`config.mk`:
```
export PLATFORM = sky130hd
export DESIGN_NAME = proc_driver_flat
export DESIGN_NICKNAME = d
export VERILOG_FILES = /design/src/rtl/proc_driver_if.sv /design/src/rtl/proc_driver.sv /design/src/flat_wrapper.sv
export SDC_FILE = /design/constraint.sdc
export NUM_CORES = 2
export LEC_CHECK = 0
export CORE_AREA = 8 8 315 317
export DETAILED_ROUTE_END_ITERATION = 10
export DIE_AREA = 0 0 323 325
export DONT_BUFFER_PORTS = 1
export GPL_TIMING_DRIVEN = 0
export SLEW_MARGIN = 20
export SYNTH_ARGS = -nofsm -noshare
export SYNTH_HDL_FRONTEND = slang
export SYNTH_SLANG_ARGS = --single-unit
```
`constraint.sdc`:
```
create_clock -name clk -period 9.05 [get_ports clk]
set_input_delay 2.715 -clock clk [delete_from_list [all_inputs] [get_ports clk]]
set_output_delay 2.715 -clock clk [all_outputs]
set_load 0.05 [all_outputs]
```
`src/rtl/proc_driver_if.sv`:
```
// ----------------------------------------------------------------------------
// proc_driver_if
//   Bundles every signal between proc_driver and its environment: the
//   input beat stream, the result beat stream, the processor start/done
//   vector interface and the job status flags.
//   Ports summary (driver view = slave modport):
//     cfg_mode       in   op for next job
//     s_valid/s_data in,  s_ready out        input beat stream
//     m_valid/m_data/m_last out, m_ready in  result beat stream
//     proc_start/proc_mode/proc_a/proc_b out processor request
//     proc_data_out/proc_done in             processor result
//     busy/timeout_err out                   status
//   master = host/processor side, slave = proc_driver.
// ----------------------------------------------------------------------------
interface proc_driver_if #(
    parameter int DATA_WIDTH  = 16,
    parameter int MATRIX_SIZE = 16
);
    logic [1:0]                             cfg_mode;
    logic                                   s_valid;
    logic                                   s_ready;
    logic [DATA_WIDTH-1:0]                  s_data;
    logic                                   m_valid;
    logic                                   m_ready;
    logic [DATA_WIDTH-1:0]                  m_data;
    logic                                   m_last;
    logic                                   proc_start;
    logic [1:0]                             proc_mode;
    logic [MATRIX_SIZE-1:0][DATA_WIDTH-1:0] proc_a;
    logic [MATRIX_SIZE-1:0][DATA_WIDTH-1:0] proc_b;
    logic [MATRIX_SIZE-1:0][DATA_WIDTH-1:0] proc_data_out;
    logic                                   proc_done;
    logic                                   busy;
    logic                                   timeout_err;

    modport master (
        output cfg_mode, s_valid, s_data, m_ready, proc_data_out, proc_done,
        input  s_ready, m_valid, m_data, m_last, proc_start, proc_mode,
               proc_a, proc_b, busy, timeout_err
    );

    modport slave (
        input  cfg_mode, s_valid, s_data, m_ready, proc_data_out, proc_done,
        output s_ready, m_valid, m_data, m_last, proc_start, proc_mode,
               proc_a, proc_b, busy, timeout_err
    );
endinterface

```
`src/rtl/proc_driver.sv`:
```
// ----------------------------------------------------------------------------
// proc_driver
//   Host-side companion to the attention processor. Collects one job as a
//   serial stream (MATRIX_SIZE A words then MATRIX_SIZE B words), presents
//   both vectors and pulses proc_start, waits for proc_done (with optional
//   timeout), then streams the captured result vector back one word per beat.
//   Ports:
//     clk   in  clock
//     rst   in  synchronous active-high reset
//     bus   slave modport of proc_driver_if (streams, processor I/F, status)
// ----------------------------------------------------------------------------
module proc_driver #(
    parameter int DATA_WIDTH     = 16,
    parameter int MATRIX_SIZE    = 16,
    parameter int TIMEOUT_CYCLES = 1024
) (
    input  logic         clk,
    input  logic         rst,
    proc_driver_if.slave bus
);
    localparam int IW = $clog2(MATRIX_SIZE) + 1;
    localparam int AW = (MATRIX_SIZE > 1) ? $clog2(MATRIX_SIZE) : 1;
    localparam int CW = $clog2(TIMEOUT_CYCLES + 2);
    localparam logic [IW-1:0] LAST = IW'(MATRIX_SIZE - 1);

    typedef enum logic [2:0] {
        IDLE,
        FILL_A,
        FILL_B,
        START,
        WAIT_DONE,
        DRAIN
    } state_t;

    state_t                                 state_q;
    logic [IW-1:0]                          idx_q;
    logic [CW-1:0]                          cnt_q;
    logic                                   s_ready_q;
    logic                                   m_valid_q;
    logic                                   m_last_q;
    logic [DATA_WIDTH-1:0]                  m_data_q;
    logic                                   start_q;
    logic [1:0]                             mode_q;
    logic                                   busy_q;
    logic                                   terr_q;
    logic [MATRIX_SIZE-1:0][DATA_WIDTH-1:0] a_q;
    logic [MATRIX_SIZE-1:0][DATA_WIDTH-1:0] b_q;
    logic [MATRIX_SIZE-1:0][DATA_WIDTH-1:0] res_q;

    logic [IW-1:0] idx_nx;
    logic          s_hs;
    logic          expired;

    always_comb begin
        idx_nx  = idx_q + IW'(1);
        s_hs    = s_ready_q && bus.s_valid;
        // cnt_q holds cycles elapsed since the proc_start cycle
        expired = (TIMEOUT_CYCLES != 0) && ((int'(cnt_q) + 1) >= TIMEOUT_CYCLES);
    end

    always_ff @(posedge clk) begin
        if (rst) begin
            state_q   <= IDLE;
            idx_q     <= '0;
            cnt_q     <= '0;
            s_ready_q <= 1'b0;
            m_valid_q <= 1'b0;
            m_last_q  <= 1'b0;
            m_data_q  <= '0;
            start_q   <= 1'b0;
            mode_q    <= '0;
            busy_q    <= 1'b0;
            terr_q    <= 1'b0;
            a_q       <= '0;
            b_q       <= '0;
            res_q     <= '0;
        end else begin
            start_q <= 1'b0;
            case (state_q)
                IDLE: begin
                    // s_ready rises one cycle after reset, then stays up while idle
                    s_ready_q <= 1'b1;
                    if (s_hs) begin
                        a_q[0] <= bus.s_data;
                        mode_q <= bus.cfg_mode;
                        terr_q <= 1'b0;
                        busy_q <= 1'b1;
                        if (MATRIX_SIZE == 1) begin
                            idx_q   <= '0;
                            state_q <= FILL_B;
                        end else begin
                            idx_q   <= IW'(1);
                            state_q <= FILL_A;
                        end
                    end
                end
                FILL_A: begin
                    if (s_hs) begin
                        a_q[idx_q[AW-1:0]] <= bus.s_data;
                        if (idx_q == LAST) begin
                            idx_q   <= '0;
                            state_q <= FILL_B;
                        end else begin
                            idx_q <= idx_nx;
                        end
                    end
                end
                FILL_B: begin
                    if (s_hs) begin
                        b_q[idx_q[AW-1:0]] <= bus.s_data;
                        if (idx_q == LAST) begin
                            idx_q     <= '0;
                            s_ready_q <= 1'b0;
                            start_q   <= 1'b1;
                            state_q   <= START;
                        end else begin
                            idx_q <= idx_nx;
                        end
                    end
                end
                START: begin
                    cnt_q   <= CW'(1);
                    state_q <= WAIT_DONE;
                end
                WAIT_DONE: begin
                    // done takes priority over a coinciding expiry
                    if (bus.proc_done) begin
                        res_q     <= bus.proc_data_out;
                        idx_q     <= '0;
                        m_valid_q <= 1'b1;
                        m_data_q  <= bus.proc_data_out[0];
                        m_last_q  <= (MATRIX_SIZE == 1);
                        state_q   <= DRAIN;
                    end else if (expired) begin
                        terr_q    <= 1'b1;
                        busy_q    <= 1'b0;
                        s_ready_q <= 1'b1;
                        idx_q     <= '0;
                        state_q   <= IDLE;
                    end else if (cnt_q != '1) begin
                        cnt_q <= cnt_q + CW'(1);
                    end
                end
                DRAIN: begin
                    if (bus.m_ready) begin
                        if (m_last_q) begin
                            m_valid_q <= 1'b0;
                            m_last_q  <= 1'b0;
                            busy_q    <= 1'b0;
                            s_ready_q <= 1'b1;
                            idx_q     <= '0;
                            state_q   <= IDLE;
                        end else begin
                            idx_q    <= idx_nx;
                            m_data_q <= res_q[idx_nx[AW-1:0]];
                            m_last_q <= (idx_nx == LAST);
                        end
                    end
                end
                default: state_q <= IDLE;
            endcase
        end
    end

    assign bus.s_ready     = s_ready_q;
    assign bus.m_valid     = m_valid_q;
    assign bus.m_data      = m_data_q;
    assign bus.m_last      = m_last_q;
    assign bus.proc_start  = start_q;
    assign bus.proc_mode   = mode_q;
    assign bus.proc_a      = a_q;
    assign bus.proc_b      = b_q;
    assign bus.busy        = busy_q;
    assign bus.timeout_err = terr_q;
endmodule
```
`src/flat_wrapper.sv`:
```
// flat-port wrapper written by rule: the top's interface ports become plain ports
module proc_driver_flat 
#(
    parameter int DATA_WIDTH     = 16,
    parameter int MATRIX_SIZE    = 16,
    parameter int TIMEOUT_CYCLES = 1024
)
  (clk, rst, bus_cfg_mode, bus_s_valid, bus_s_data, bus_m_ready, bus_proc_data_out, bus_proc_done, bus_s_ready, bus_m_valid, bus_m_data, bus_m_last, bus_proc_start, bus_proc_mode, bus_proc_a, bus_proc_b, bus_busy, bus_timeout_err);
  proc_driver_if #(.DATA_WIDTH(DATA_WIDTH), .MATRIX_SIZE(MATRIX_SIZE)) bus_i ();
  input  logic clk;
  input  logic rst;
  input wire logic [$bits(bus_i.cfg_mode)-1:0] bus_cfg_mode;
  input wire logic [$bits(bus_i.s_valid)-1:0] bus_s_valid;
  input wire logic [$bits(bus_i.s_data)-1:0] bus_s_data;
  input wire logic [$bits(bus_i.m_ready)-1:0] bus_m_ready;
  input wire logic [$bits(bus_i.proc_data_out)-1:0] bus_proc_data_out;
  input wire logic [$bits(bus_i.proc_done)-1:0] bus_proc_done;
  output wire logic [$bits(bus_i.s_ready)-1:0] bus_s_ready;
  output wire logic [$bits(bus_i.m_valid)-1:0] bus_m_valid;
  output wire logic [$bits(bus_i.m_data)-1:0] bus_m_data;
  output wire logic [$bits(bus_i.m_last)-1:0] bus_m_last;
  output wire logic [$bits(bus_i.proc_start)-1:0] bus_proc_start;
  output wire logic [$bits(bus_i.proc_mode)-1:0] bus_proc_mode;
  output wire logic [$bits(bus_i.proc_a)-1:0] bus_proc_a;
  output wire logic [$bits(bus_i.proc_b)-1:0] bus_proc_b;
  output wire logic [$bits(bus_i.busy)-1:0] bus_busy;
  output wire logic [$bits(bus_i.timeout_err)-1:0] bus_timeout_err;
  assign bus_i.cfg_mode = bus_cfg_mode;
  assign bus_i.s_valid = bus_s_valid;
  assign bus_i.s_data = bus_s_data;
  assign bus_i.m_ready = bus_m_ready;
  assign bus_i.proc_data_out = bus_proc_data_out;
  assign bus_i.proc_done = bus_proc_done;
  assign bus_s_ready = bus_i.s_ready;
  assign bus_m_valid = bus_i.m_valid;
  assign bus_m_data = bus_i.m_data;
  assign bus_m_last = bus_i.m_last;
  assign bus_proc_start = bus_i.proc_start;
  assign bus_proc_mode = bus_i.proc_mode;
  assign bus_proc_a = bus_i.proc_a;
  assign bus_proc_b = bus_i.proc_b;
  assign bus_busy = bus_i.busy;
  assign bus_timeout_err = bus_i.timeout_err;
  proc_driver #(.DATA_WIDTH(DATA_WIDTH), .MATRIX_SIZE(MATRIX_SIZE), .TIMEOUT_CYCLES(TIMEOUT_CYCLES)) u_core (.clk(clk), .rst(rst), .bus(bus_i));
endmodule
```
==> impl_results.html <==
<table>
<tr><th>Metric</th><th>Value</th></tr>
<tr><th colspan="2">Die</th></tr>
<tr><td>Y dimension of the die</td><td>325 microns</td></tr>
<tr><td>Starting density of the core</td><td>0.328</td></tr>
<tr><td>Area inside the core boundary</td><td>94200 sq um</td></tr>
<tr><td>Count of pins on the block boundary</td><td>815</td></tr>
<tr><td>Die width</td><td>323 microns</td></tr>
<tr><td>Die footprint</td><td>105000 sq um</td></tr>
<tr><td>Std cell rows</td><td>113</td></tr>
<tr><th colspan="2">Yosys</th></tr>
<tr><td>Area share of and/or/nand/nor cells after synthesis</td><td>0.217</td></tr>
<tr><td>Most area-consuming cells after synthesis</td><td>dfxtp_1, nand2_1, a21oi_1</td></tr>
<tr><td>Syn nets</td><td>4135</td></tr>
<tr><td>Post-synthesis sequential area ratio</td><td>0.526</td></tr>
<tr><td>Leading cell types by count after synthesis</td><td>nand2_1, dfxtp_1, a21oi_1, clkbuf_1, mux4_2</td></tr>
<tr><td>Post-synthesis instance total</td><td>3849</td></tr>
<tr><td>Post-synthesis xor/xnor area fraction</td><td>0.00284</td></tr>
<tr><td>Cell type contributing the most total cell area after synthesis</td><td>dfxtp_1</td></tr>
<tr><td>Mux share of post-synthesis cell area</td><td>0.0642</td></tr>
<tr><td>Compound-cell area share of the yosys netlist</td><td>0.143</td></tr>
<tr><td>Largest family of logic cells by synthesized area</td><td>simple AND/OR/NAND/NOR gates</td></tr>
<tr><td>Synthesis-stage register bit count</td><td>811</td></tr>
<tr><td>Arithmetic-cell share of the synthesized area counting full adders, half adders and majority gates</td><td>0.00284</td></tr>
<tr><td>Syn avg cell area</td><td>8.02 sq um</td></tr>
<tr><td>Area fraction of the dominant cell type after synthesis</td><td>0.526</td></tr>
<tr><td>Yosys Warn Count</td><td>0</td></tr>
<tr><td>Most repeated cell in the gate-level netlist after synthesis</td><td>nand2_1</td></tr>
<tr><td>Post-Syn Area</td><td>30900 sq um</td></tr>
<tr><td>Number of distinct library cells after synthesis</td><td>57</td></tr>
<tr><td>Ys async rst share</td><td>0</td></tr>
<tr><td>Primary flip-flop cell chosen by synthesis mapping</td><td>dfxtp_1</td></tr>
<tr><td>Number of enable-type register cells in the synthesized netlist</td><td>0</td></tr>
<tr><th colspan="2">Cells and area</th></tr>
<tr><td>NumNets Final</td><td>4227</td></tr>
<tr><td>Fraction of final layout cells sized beyond drive strength 1</td><td>0.0693</td></tr>
<tr><td>Number of cells in the finished layout apart from fillers</td><td>5296</td></tr>
<tr><td>Area taken by multi-input logic gates</td><td>13300 sq um</td></tr>
<tr><td>Area growth from synthesis to layout</td><td>14.6%</td></tr>
<tr><td>Post-route cell area</td><td>35400 sq um</td></tr>
<tr><td>Register cell area after layout</td><td>16200 sq um</td></tr>
<tr><td>Final core occ</td><td>0.376</td></tr>
<tr><td>Fillers</td><td>9980</td></tr>
<tr><th colspan="2">Outcome</th></tr>
<tr><td>Status</td><td>complete, no violations</td></tr>
<tr><th colspan="2">Timing</th></tr>
<tr><td>Measured slew at the worst slew-check pin</td><td>1.11 ns</td></tr>
<tr><td>Headroom to the max-slew limit</td><td>0.258</td></tr>
<tr><td>Setup repair after global routing missed its margin</td><td>no</td></tr>
<tr><td>Final period util</td><td>0.559</td></tr>
<tr><td>Minimum setup slack in the final design</td><td>3.99 ns</td></tr>
<tr><td>Clock tree skew after final layout</td><td>0.0487 ns</td></tr>
<tr><td>Setup violations, final</td><td>0</td></tr>
<tr><td>Final Slew Violations</td><td>0</td></tr>
<tr><td>Final hold slack</td><td>0.451 ns</td></tr>
<tr><td>Highest clock frequency the design can meet</td><td>198 MHz</td></tr>
<tr><td>Final Hold Fails</td><td>0</td></tr>
<tr><td>Final-layout setup total negative slack</td><td>0 ns</td></tr>
<tr><td>Shortest clock period the worst path allows after layout</td><td>5.06 ns</td></tr>
<tr><th colspan="2">Drt</th></tr>
<tr><td>Number of search-and-repair iterations in the first detailed-routing pass</td><td>5</td></tr>
<tr><td>Initial drt markers</td><td>2522</td></tr>
<tr><td>Average vias per placed instance</td><td>5.30</td></tr>
<tr><td>Wire length per cell</td><td>26.8 microns</td></tr>
<tr><td>Remaining antenna violation count after routing</td><td>0</td></tr>
<tr><td>Final Routed Wirelength</td><td>142 mm</td></tr>
<tr><td>Post-route DRC violation count</td><td>0</td></tr>
<tr><td>Total via count in the routed design</td><td>28100</td></tr>
<tr><th colspan="2">Clocking</th></tr>
<tr><td>TritonCTS clock tree</td><td>built</td></tr>
<tr><td>Number of sinks on the clock net</td><td>811</td></tr>
<tr><td>Latest clock arrival within the worst-skew pair</td><td>0.67 ns</td></tr>
<tr><td>Register clock-pin slew on the reported worst setup and hold paths</td><td>0.06 ns</td></tr>
<tr><td>H-tree depth reported by CTS</td><td>3</td></tr>
<tr><td>Clock root buffer</td><td>clkbuf_16</td></tr>
<tr><td>Total CTS buffers</td><td>87</td></tr>
<tr><td>Number of buffers inserted by post-CTS setup repair</td><td>0</td></tr>
<tr><td>CTS resizes</td><td>0</td></tr>
<tr><td>Number of hold buffers added after cts</td><td>0</td></tr>
<tr><td>Maximum count of clock buffers along a single path</td><td>3</td></tr>
<tr><th colspan="2">Power</th></tr>
<tr><td>Leakage power of the design</td><td>11.1 nW</td></tr>
<tr><td>P per Cell Area</td><td>214 nW/um^2</td></tr>
<tr><td>Sequential share of power</td><td>0.479</td></tr>
<tr><td>Logic gate share of total power</td><td>0.047</td></tr>
<tr><td>Int Power</td><td>5.71 mW</td></tr>
<tr><td>Total net switching power</td><td>1.88 mW</td></tr>
<tr><td>Power after layout</td><td>7.59 mW</td></tr>
<tr><td>Clock power share</td><td>0.474</td></tr>
<tr><td>Peak supply drop</td><td>0.000154 V</td></tr>
<tr><td>Switching fraction of total power</td><td>0.248</td></tr>
<tr><th colspan="2">Place</th></tr>
<tr><td>Count of buffers inserted at the top-level ports</td><td>0</td></tr>
<tr><td>Final weighted congestion in routability-driven placement</td><td>0.908</td></tr>
<tr><td>Total placed cells including tap cells</td><td>5117</td></tr>
<tr><td>HPWL after DPL</td><td>109 mm</td></tr>
<tr><td>Worst-case setup slack after placement</td><td>3.29 ns</td></tr>
<tr><td>Placement-stage cell area</td><td>32500 sq um</td></tr>
<tr><th colspan="2">Job</th></tr>
<tr><td>Max-Cap Viols</td><td>0</td></tr>
<tr><th colspan="2">Critical path</th></tr>
<tr><td>CP arrival</td><td>5.52 ns</td></tr>
<tr><td>Worst Path Required</td><td>9.51 ns</td></tr>
<tr><td>Kind of start point of the critical path</td><td>primary input</td></tr>
<tr><td>CP Class</td><td>primary input to register</td></tr>
<tr><td>Kind of cell adding the most delay to the critical path</td><td>buffers and inverters</td></tr>
<tr><td>Crit. End Element</td><td>register</td></tr>
<tr><td>Cell at the slowest stage of the critical path</td><td>nor3_1</td></tr>
<tr><td>Cells along the critical path</td><td>nand2_1 -&gt; nor3_1 -&gt; clkbuf_1 -&gt; buf_2 -&gt; nand3_1 -&gt; clkbuf_1 -&gt; nand2_1 -&gt; a21oi_1</td></tr>
<tr><td>Count of buffer and inverter cells on the critical path</td><td>3</td></tr>
<tr><td>Largest stage delay on the critical path</td><td>0.62 ns</td></tr>
<tr><td>Largest fanout on the critical path</td><td>10</td></tr>
<tr><th colspan="2">Global routing</th></tr>
<tr><td>Initial antenna violation count</td><td>22</td></tr>
<tr><td>Global routing met3 resource utilization</td><td>0.0925</td></tr>
<tr><td>Met2 demand-to-capacity share in global routing</td><td>0.418</td></tr>
<tr><td>Via count of the first global-routing pass</td><td>26600</td></tr>
<tr><td>Layer with the highest usage</td><td>met2</td></tr>
<tr><td>Total global-route track usage</td><td>0.256</td></tr>
<tr><td>Global-route wire length before repair</td><td>197 mm</td></tr>
<tr><td>Overall overflow remaining after global route</td><td>0</td></tr>
<tr><td>Met1 track utilization from global routing</td><td>0.304</td></tr>
<tr><td>Pin count of the biggest net entering global routing</td><td>14</td></tr>
<tr><th colspan="2">Min path</th></tr>
<tr><td>HP Class</td><td>register to register</td></tr>
</table>
## sequential cells by signal (all words and copies together) (netlist names), 2 cells and up
register	cells
u_core.cnt_q	11
u_core.bus.m_data	16
u_core.state_q	3
u_core.res_q	256
u_core.bus.proc_mode	2
u_core.bus.proc_a	256
u_core.bus.proc_b	256
u_core.idx_q	5
## worst min-delay path, cell delays in order (launching register included)
cell,delay [ns]
dfxtp_1,0.30
nand2_1,0.05
a21oi_1,0.05
## path summary, 6_finish.rpt
path	start	to	slack, ns	cells after the start
worst max-delay path	bus_s_valid	u_core.bus.proc_a[237]	3.99	8
worst min-delay path	u_core.res_q[169]	u_core.res_q[169]	0.45	2
worst max register to register	u_core.idx_q[0]	u_core.bus.m_data[11]	4.71	12
worst min register to register	u_core.res_q[169]	u_core.res_q[169]	0.45	2
## routing by layer
layer	routed length (microns)	share of wire	vias to the layer above
met5	63	0.00044	-
met3	15700	0.11	269
met4	5790	0.041	10
met1	54900	0.39	13500
met2	65600	0.46	1369
li1	-	-	12900
## power by group through the flow
stage                     clock network [mW]  logic (mW)  registers, mW
final                                   3.60       0.354           3.64
after CTS                               3.63       0.356           3.64
after global placement                     0       0.352           3.72
after global routing                    3.77       0.374           3.64
after detailed placement                   0       0.355           3.72
after floorplan                            0       0.204           3.71
## cell usage in the layout, fill, tap and decap left out, drive strengths merged, types with 21 or more instances in the layout
cell type	n
nand2	1545
dfxtp	811
a21oi	781
clkbuf	411
mux4	64
buf	59
nor2	56
mux2i	34
nand3	30
and3	27
o211ai	21
## logic make-up (layout without fill, tap and decap cells)
family / after synthesis / after routing
DFF: 811 / 811
buffers and inverters: 343 / 505
muxes: 116 / 116
AOI/OAI and AO/OA: 853 / 853
other: 0 / 20
xor gates and xnor gates: 10 / 10
and+or+nand+nor: 1709 / 1709
adders and majority gates: 7 / 7
## final cells by class
cell class | count | share of cell area
antenna | 20 | 0.00141
tap | 1265 | 0.0447
sequential | 811 | 0.459
inverter | 9 | 0.000955
timing repair buffer | 3 | 0.000849
multi-input combinational | 2695 | 0.376
buffer | 334 | 0.0377
clock inverter | 26 | 0.00806
clock buffer | 133 | 0.0718
No activity file was read; power rests on OpenSTA's default activity.
